### src/rtl/fetch_pkg.sv
// Shared types for the instruction fetch unit:
// FSM states, queue entry layout and the default reset PC.
package fetch_pkg;

   localparam logic [31:0] RESET_PC_DEF = 32'h8000_0000;

   typedef enum logic [1:0] {
      S_IDLE,
      S_RUN,
      S_HOLD
   } state_e;

   typedef struct packed {
      logic [31:0] pc;
      logic [31:0] inst;
   } fq_entry_t;

endpackage

### src/rtl/fetch_queue.sv
// Fetch queue: power-of-two FIFO of {pc, inst} entries with flush.
// Push and pop in the same cycle leave the count unchanged, even when full or empty.
module fetch_queue
   import fetch_pkg::*;
#(
   parameter int DEPTH = 4,
   parameter int CW    = $clog2(DEPTH + 1)
) (
   input  logic          clk,
   input  logic          rst,
   input  logic          i_push,
   input  fq_entry_t     i_entry,
   input  logic          i_pop,
   input  logic          i_flush,
   output fq_entry_t     o_head,
   output logic [CW-1:0] o_count,
   output logic          o_full,
   output logic          o_empty
);

   localparam int AW = $clog2(DEPTH);

   fq_entry_t     r_mem [DEPTH];
   logic [AW-1:0] r_rd;
   logic [AW-1:0] r_wr;
   logic [CW-1:0] r_count;
   logic          w_do_push;
   logic          w_do_pop;

   assign o_full    = (r_count == CW'(DEPTH));
   assign o_empty   = (r_count == '0);
   assign o_count   = r_count;
   assign o_head    = r_mem[r_rd];
   assign w_do_push = i_push && (!o_full || i_pop);
   assign w_do_pop  = i_pop && (!o_empty || i_push);

   always_ff @(posedge clk) begin
      if (rst || i_flush) begin
         r_rd    <= '0;
         r_wr    <= '0;
         r_count <= '0;
      end else begin
         if (w_do_push)
            r_wr <= r_wr + 1'b1;
         if (w_do_pop)
            r_rd <= r_rd + 1'b1;
         if (w_do_push && !w_do_pop)
            r_count <= r_count + 1'b1;
         else if (w_do_pop && !w_do_push)
            r_count <= r_count - 1'b1;
      end
   end

   always_ff @(posedge clk) begin
      if (w_do_push)
         r_mem[r_wr] <= i_entry;
   end

endmodule

### src/rtl/fetch_unit.sv
// Instruction fetch unit: issues I-cache lookups, rewinds on miss,
// follows redirects and buffers fetched instructions for decode.
module fetch_unit
   import fetch_pkg::*;
#(
   parameter logic [31:0] RESET_PC = RESET_PC_DEF,
   parameter int          QDEPTH   = 4
) (
   input  logic        clk,
   input  logic        rst,
   output logic        icache_req,
   output logic [31:0] icache_pc,
   input  logic [31:0] icache_inst,
   input  logic        icache_valid,
   input  logic        redirect_valid,
   input  logic [31:0] redirect_pc,
   output logic        if_valid,
   input  logic        if_ready,
   output logic [31:0] if_pc,
   output logic [31:0] if_inst,
   output logic [31:0] miss_count
);

   localparam int CW  = $clog2(QDEPTH + 1);
   localparam int CW1 = CW + 1;

   state_e        r_state;
   state_e        w_state_nxt;
   logic [31:0]   r_pc;
   logic [31:0]   r_inf_pc;
   logic          r_inf;
   logic [31:0]   r_miss;
   logic [CW-1:0] w_count;
   logic [CW:0]   w_occ;
   logic          w_space;
   logic          w_req;
   logic          w_full;
   logic          w_empty;
   logic          w_resp_miss;
   logic          w_push;
   logic          w_pop;
   logic [31:0]   w_redir_pc;
   fq_entry_t     w_entry;
   fq_entry_t     w_head;

   // Queued plus in-flight entries bound the outstanding work.
   assign w_occ       = {1'b0, w_count} + {{CW{1'b0}}, r_inf};
   assign w_space     = !w_full && (w_occ < CW1'(QDEPTH));
   assign w_resp_miss = r_inf && !icache_valid;
   assign w_push      = r_inf && icache_valid && !redirect_valid && !rst;
   assign w_pop       = if_valid && if_ready && !redirect_valid && !rst;
   assign w_redir_pc  = redirect_pc & 32'hFFFF_FFFC;
   assign w_entry     = '{pc: r_inf_pc, inst: icache_inst};

   always_comb begin
      w_state_nxt = r_state;
      w_req       = 1'b0;
      unique case (r_state)
         S_IDLE: begin
            w_req       = w_space;
            w_state_nxt = S_RUN;
         end
         S_RUN, S_HOLD: begin
            w_req       = w_space;
            w_state_nxt = w_space ? S_RUN : S_HOLD;
         end
         default: w_state_nxt = S_IDLE;
      endcase
      if (redirect_valid) begin
         w_req       = 1'b0;
         w_state_nxt = S_RUN;
      end
      if (rst) begin
         w_req       = 1'b0;
         w_state_nxt = S_IDLE;
      end
   end

   always_ff @(posedge clk) begin
      r_state <= w_state_nxt;
   end

   always_ff @(posedge clk) begin
      if (rst) begin
         r_pc     <= RESET_PC & 32'hFFFF_FFFC;
         r_inf_pc <= '0;
         r_inf    <= 1'b0;
         r_miss   <= '0;
      end else if (redirect_valid) begin
         r_pc  <= w_redir_pc;
         r_inf <= 1'b0;
      end else begin
         // A miss squashes whatever was issued alongside it.
         r_inf <= w_req && !w_resp_miss;
         if (w_req)
            r_inf_pc <= r_pc;
         if (w_resp_miss) begin
            r_pc <= r_inf_pc;
            if (r_miss != 32'hFFFF_FFFF)
               r_miss <= r_miss + 32'd1;
         end else if (w_req) begin
            r_pc <= r_pc + 32'd4;
         end
      end
   end

   fetch_queue #(
      .DEPTH (QDEPTH)
   ) u_queue (
      .clk     (clk),
      .rst     (rst),
      .i_push  (w_push),
      .i_entry (w_entry),
      .i_pop   (w_pop),
      .i_flush (redirect_valid),
      .o_head  (w_head),
      .o_count (w_count),
      .o_full  (w_full),
      .o_empty (w_empty)
   );

   assign icache_req = w_req;
   assign icache_pc  = r_pc;
   assign if_valid   = !w_empty;
   assign if_pc      = w_head.pc;
   assign if_inst    = w_head.inst;
   assign miss_count = r_miss;

endmodule

### config.mk
export PLATFORM = sky130hd
export DESIGN_NAME = fetch_unit
export DESIGN_NICKNAME = d
export VERILOG_FILES = /design/src/rtl/fetch_pkg.sv /design/src/rtl/fetch_queue.sv /design/src/rtl/fetch_unit.sv
export SDC_FILE = /design/constraint.sdc
export NUM_CORES = 1
export LEC_CHECK = 0
export CORE_ASPECT_RATIO = 1.75
export CORE_MARGIN = 1.5
export CORE_UTILIZATION = 55
export DETAILED_ROUTE_END_ITERATION = 10
export PLACE_DENSITY = 0.8
export SLEW_MARGIN = 20
export SYNTH_ARGS = -nofsm -noshare
export SYNTH_HDL_FRONTEND = slang
export SYNTH_SLANG_ARGS = --single-unit
### constraint.sdc
create_clock -name clk -period 4.8 [get_ports clk]
set_input_delay 0.96 -clock clk [delete_from_list [all_inputs] [get_ports clk]]
set_output_delay 0.96 -clock clk [all_outputs]
set_load 0.02 [all_outputs]
==> results_dict.tcl <==
set metrics [dict create \
    outcome "completed" \
    power_mw 6.49 \
    fin_nets 1332 \
    cts.repair.resized 0 \
    setup_tns_ps 0 \
    drv_slew 0 \
    fillers 1809 \
    post-route-drc-count 0 \
    crit_fanout 27 \
    die_h_um 220 \
    clkTransAtPathRegs_ps 70 \
    path_class "reg -> out" \
    antenna_found_initial 0 \
    grt-ovfl-total 0 \
    drive_gt1_share_pct 12.1 \
    grt_pass1_wl_mm 53.7 \
    syn2layout_area_growth_pct 22.8 \
    post-route-min-period_ps 3700 \
    final_util_pct 68.5 \
    ios 199 \
    numCtsBuffers 34 \
    vias_per_cell 6.09 \
    final_cell_mix "edfxtp_1, clkdlybuf4s50_1, nand2_1" \
    dr.first_iter.drc_count 815 \
    rsz0062_at_grt "no" \
    fmax_mhz 271 \
    synth_cells 1067 \
    syn_area_per_cell_um2 13.9 \
    via_count 9753 \
    leakagePower_nw 5.81 \
    num_rows 79 \
    worst_slack_ps 1100 \
    io_buffers 196 \
    synthArstFlopShare_pct 0 \
    initial_core_util_pct 55.8 \
    cts_hold_buf 0 \
    critPathArrivalTime_ps 2740 \
    worst_slew_pin_slew_ps 1050 \
    ys_seq_elements 364 \
    cts_max_level 2 \
    layout_commonest_cell "edfxtp_1" \
    multiInputGateArea_um2 4650 \
    post-route-period-util_pct 77.0 \
    grt_max_degree 65 \
    synth_edf_count 256 \
    power_density_nw_per_um2 356 \
    grt_pass1_vias 9701 \
    wl_per_cell_um 21.8 \
    finalHoldViolCount 0 \
    ys_warn_count 0 \
    clock_latency_ps 520 \
    core-area_um2 26600 \
    ys_types 64 \
    seq_area_um2 9860 \
    crit_path_start_kind "register" \
    worstHoldPathCells 2 \
    netlist_area_um2 14800 \
    drt-total-wl_mm 34.9 \
    gp_congestion 0.928 \
    die_area_um2 28000 \
    pre_cts_ws_ps 1040 \
    syn_nets 1147 \
    slew_headroom_pct 29.7 \
    dr.pass1.iters 7 \
    post-cts-setup-buffers 0 \
    drv_cap 0 \
    hpwlAfterDp_mm 21.8 \
    die-width_um 127 \
    antenna_cells 0 \
    r2r_slack_ps 1970 \
    crit_required_ps 3840 \
    reg2regPathDepth 7 \
    setup_viol 0 \
    finClkSkew_ps 15.6 \
    hp-class "reg -> reg" \
    cts.sinks 364 \
    clockRootBuffer "clkbuf_16" \
    track_usage_pct 25.1 \
    cts_tree "built" \
    whs_ps 478 \
    ys_seq_area_share_pct 66.4 \
    endpoint_kind "output port" \
    peakVddDrop_uv 281 \
    ant_nets 0 \
    ctsLongestPathBuffers 3 \
    synth_top_flop_cell "edfxtp_1" \
]
## sequential cells by signal, summed over array words and instances, names as in the netlist, 2 cells and up, named ones only
signal / count
icache_pc: 30
miss_count: 32
r_inf_pc: 32
r_state: 2
u_queue.o_count: 3
u_queue.r_mem: 256
u_queue.r_rd: 2
u_queue.r_wr: 2
## final timing paths
check | startpoint | to
max | register | if_pc[22]
min | register | r_inf_pc[1]
max reg2reg | r_state[0] | icache_pc[28]
min reg2reg | register | r_inf_pc[1]
## synth_stat cells, drive strengths merged, types with 2 or more instances
cell,instances,area (µm²)
a2111oi,4,43.8
a211oi,16,120
a21oi,81,405
a221oi,3,26.3
a31o,3,26.3
a31oi,9,56.3
and2,9,56.3
and3,12,75.1
and4,4,35.0
buf,22,130
clkbuf,40,150
dfxtp,108,2160
edfxtp,256,7690
ha,10,125
inv,18,67.6
mux2,3,41.3
mux2i,3,30.0
mux4,64,1440
nand2,127,477
nand2b,2,12.5
nand3,31,155
nand4,22,150
nor2,55,206
nor2b,5,31.3
nor3,19,95.1
nor3b,3,22.5
nor4,16,113
nor4b,2,17.5
o2111ai,2,17.5
o211a,2,20.0
o211ai,6,45.0
o21ai,33,165
o311ai,2,17.5
o31ai,15,126
or2,2,12.5
or3,16,100
or4,11,86.3
xnor2,12,105
xor2,7,61.3
## logic make-up (layout without fill, tap and decap cells)
family,Yosys count,after routing,share of synthesized area (%)
DFF,364,364,66.4
and+or+nand+nor,338,338,11.2
AOI/OAI and AO/OA,185,185,7.74
buffers and inverters,80,291,2.34
muxes,70,70,10.2
xor gates and xnor gates,19,19,1.12
adders and majority gates,11,11,0.978
## layer usage
| layer | GRT usage (%) | wire [µm] |
|---|---|---|
| met3 | 4.88 | 2060 |
| met5 | 0 | 0 |
| met4 | 11.9 | 1620 |
| met1 | 28.4 | 12800 |
| met2 | 45.6 | 18500 |
## layout make-up
class,count,share of cell area (%)
Clock buffer,47,5.34
Clock inverter,15,1.01
Inverter,18,0.371
Multi-Input combinational cell,623,25.5
Sequential cell,364,54.1
Tap cell,324,2.23
Timing Repair Buffer,211,11.4
## critical path, stage by stage, from the launching register on
cell	delay, ps
dfxtp_4	720
buf_4	360
mux4_2	540
clkdlybuf4s50_1	580
## report_power, final
group / internal (mW) / leakage [nW] / switching [mW]
logic: 0.132 / 1.98 / 0.168
clock network: 1.65 / 0.559 / 1.13
registers: 3.37 / 3.27 / 0.0409
## through the flow
stage,cell area (µm²),std cells
detailed placement,17100,1540
CTS,18200,1602
global route,18200,1602
floorplan,14800,1067
global placement,17100,1540
finish,18200,1602
No activity file was read; power rests on OpenSTA's default activity.
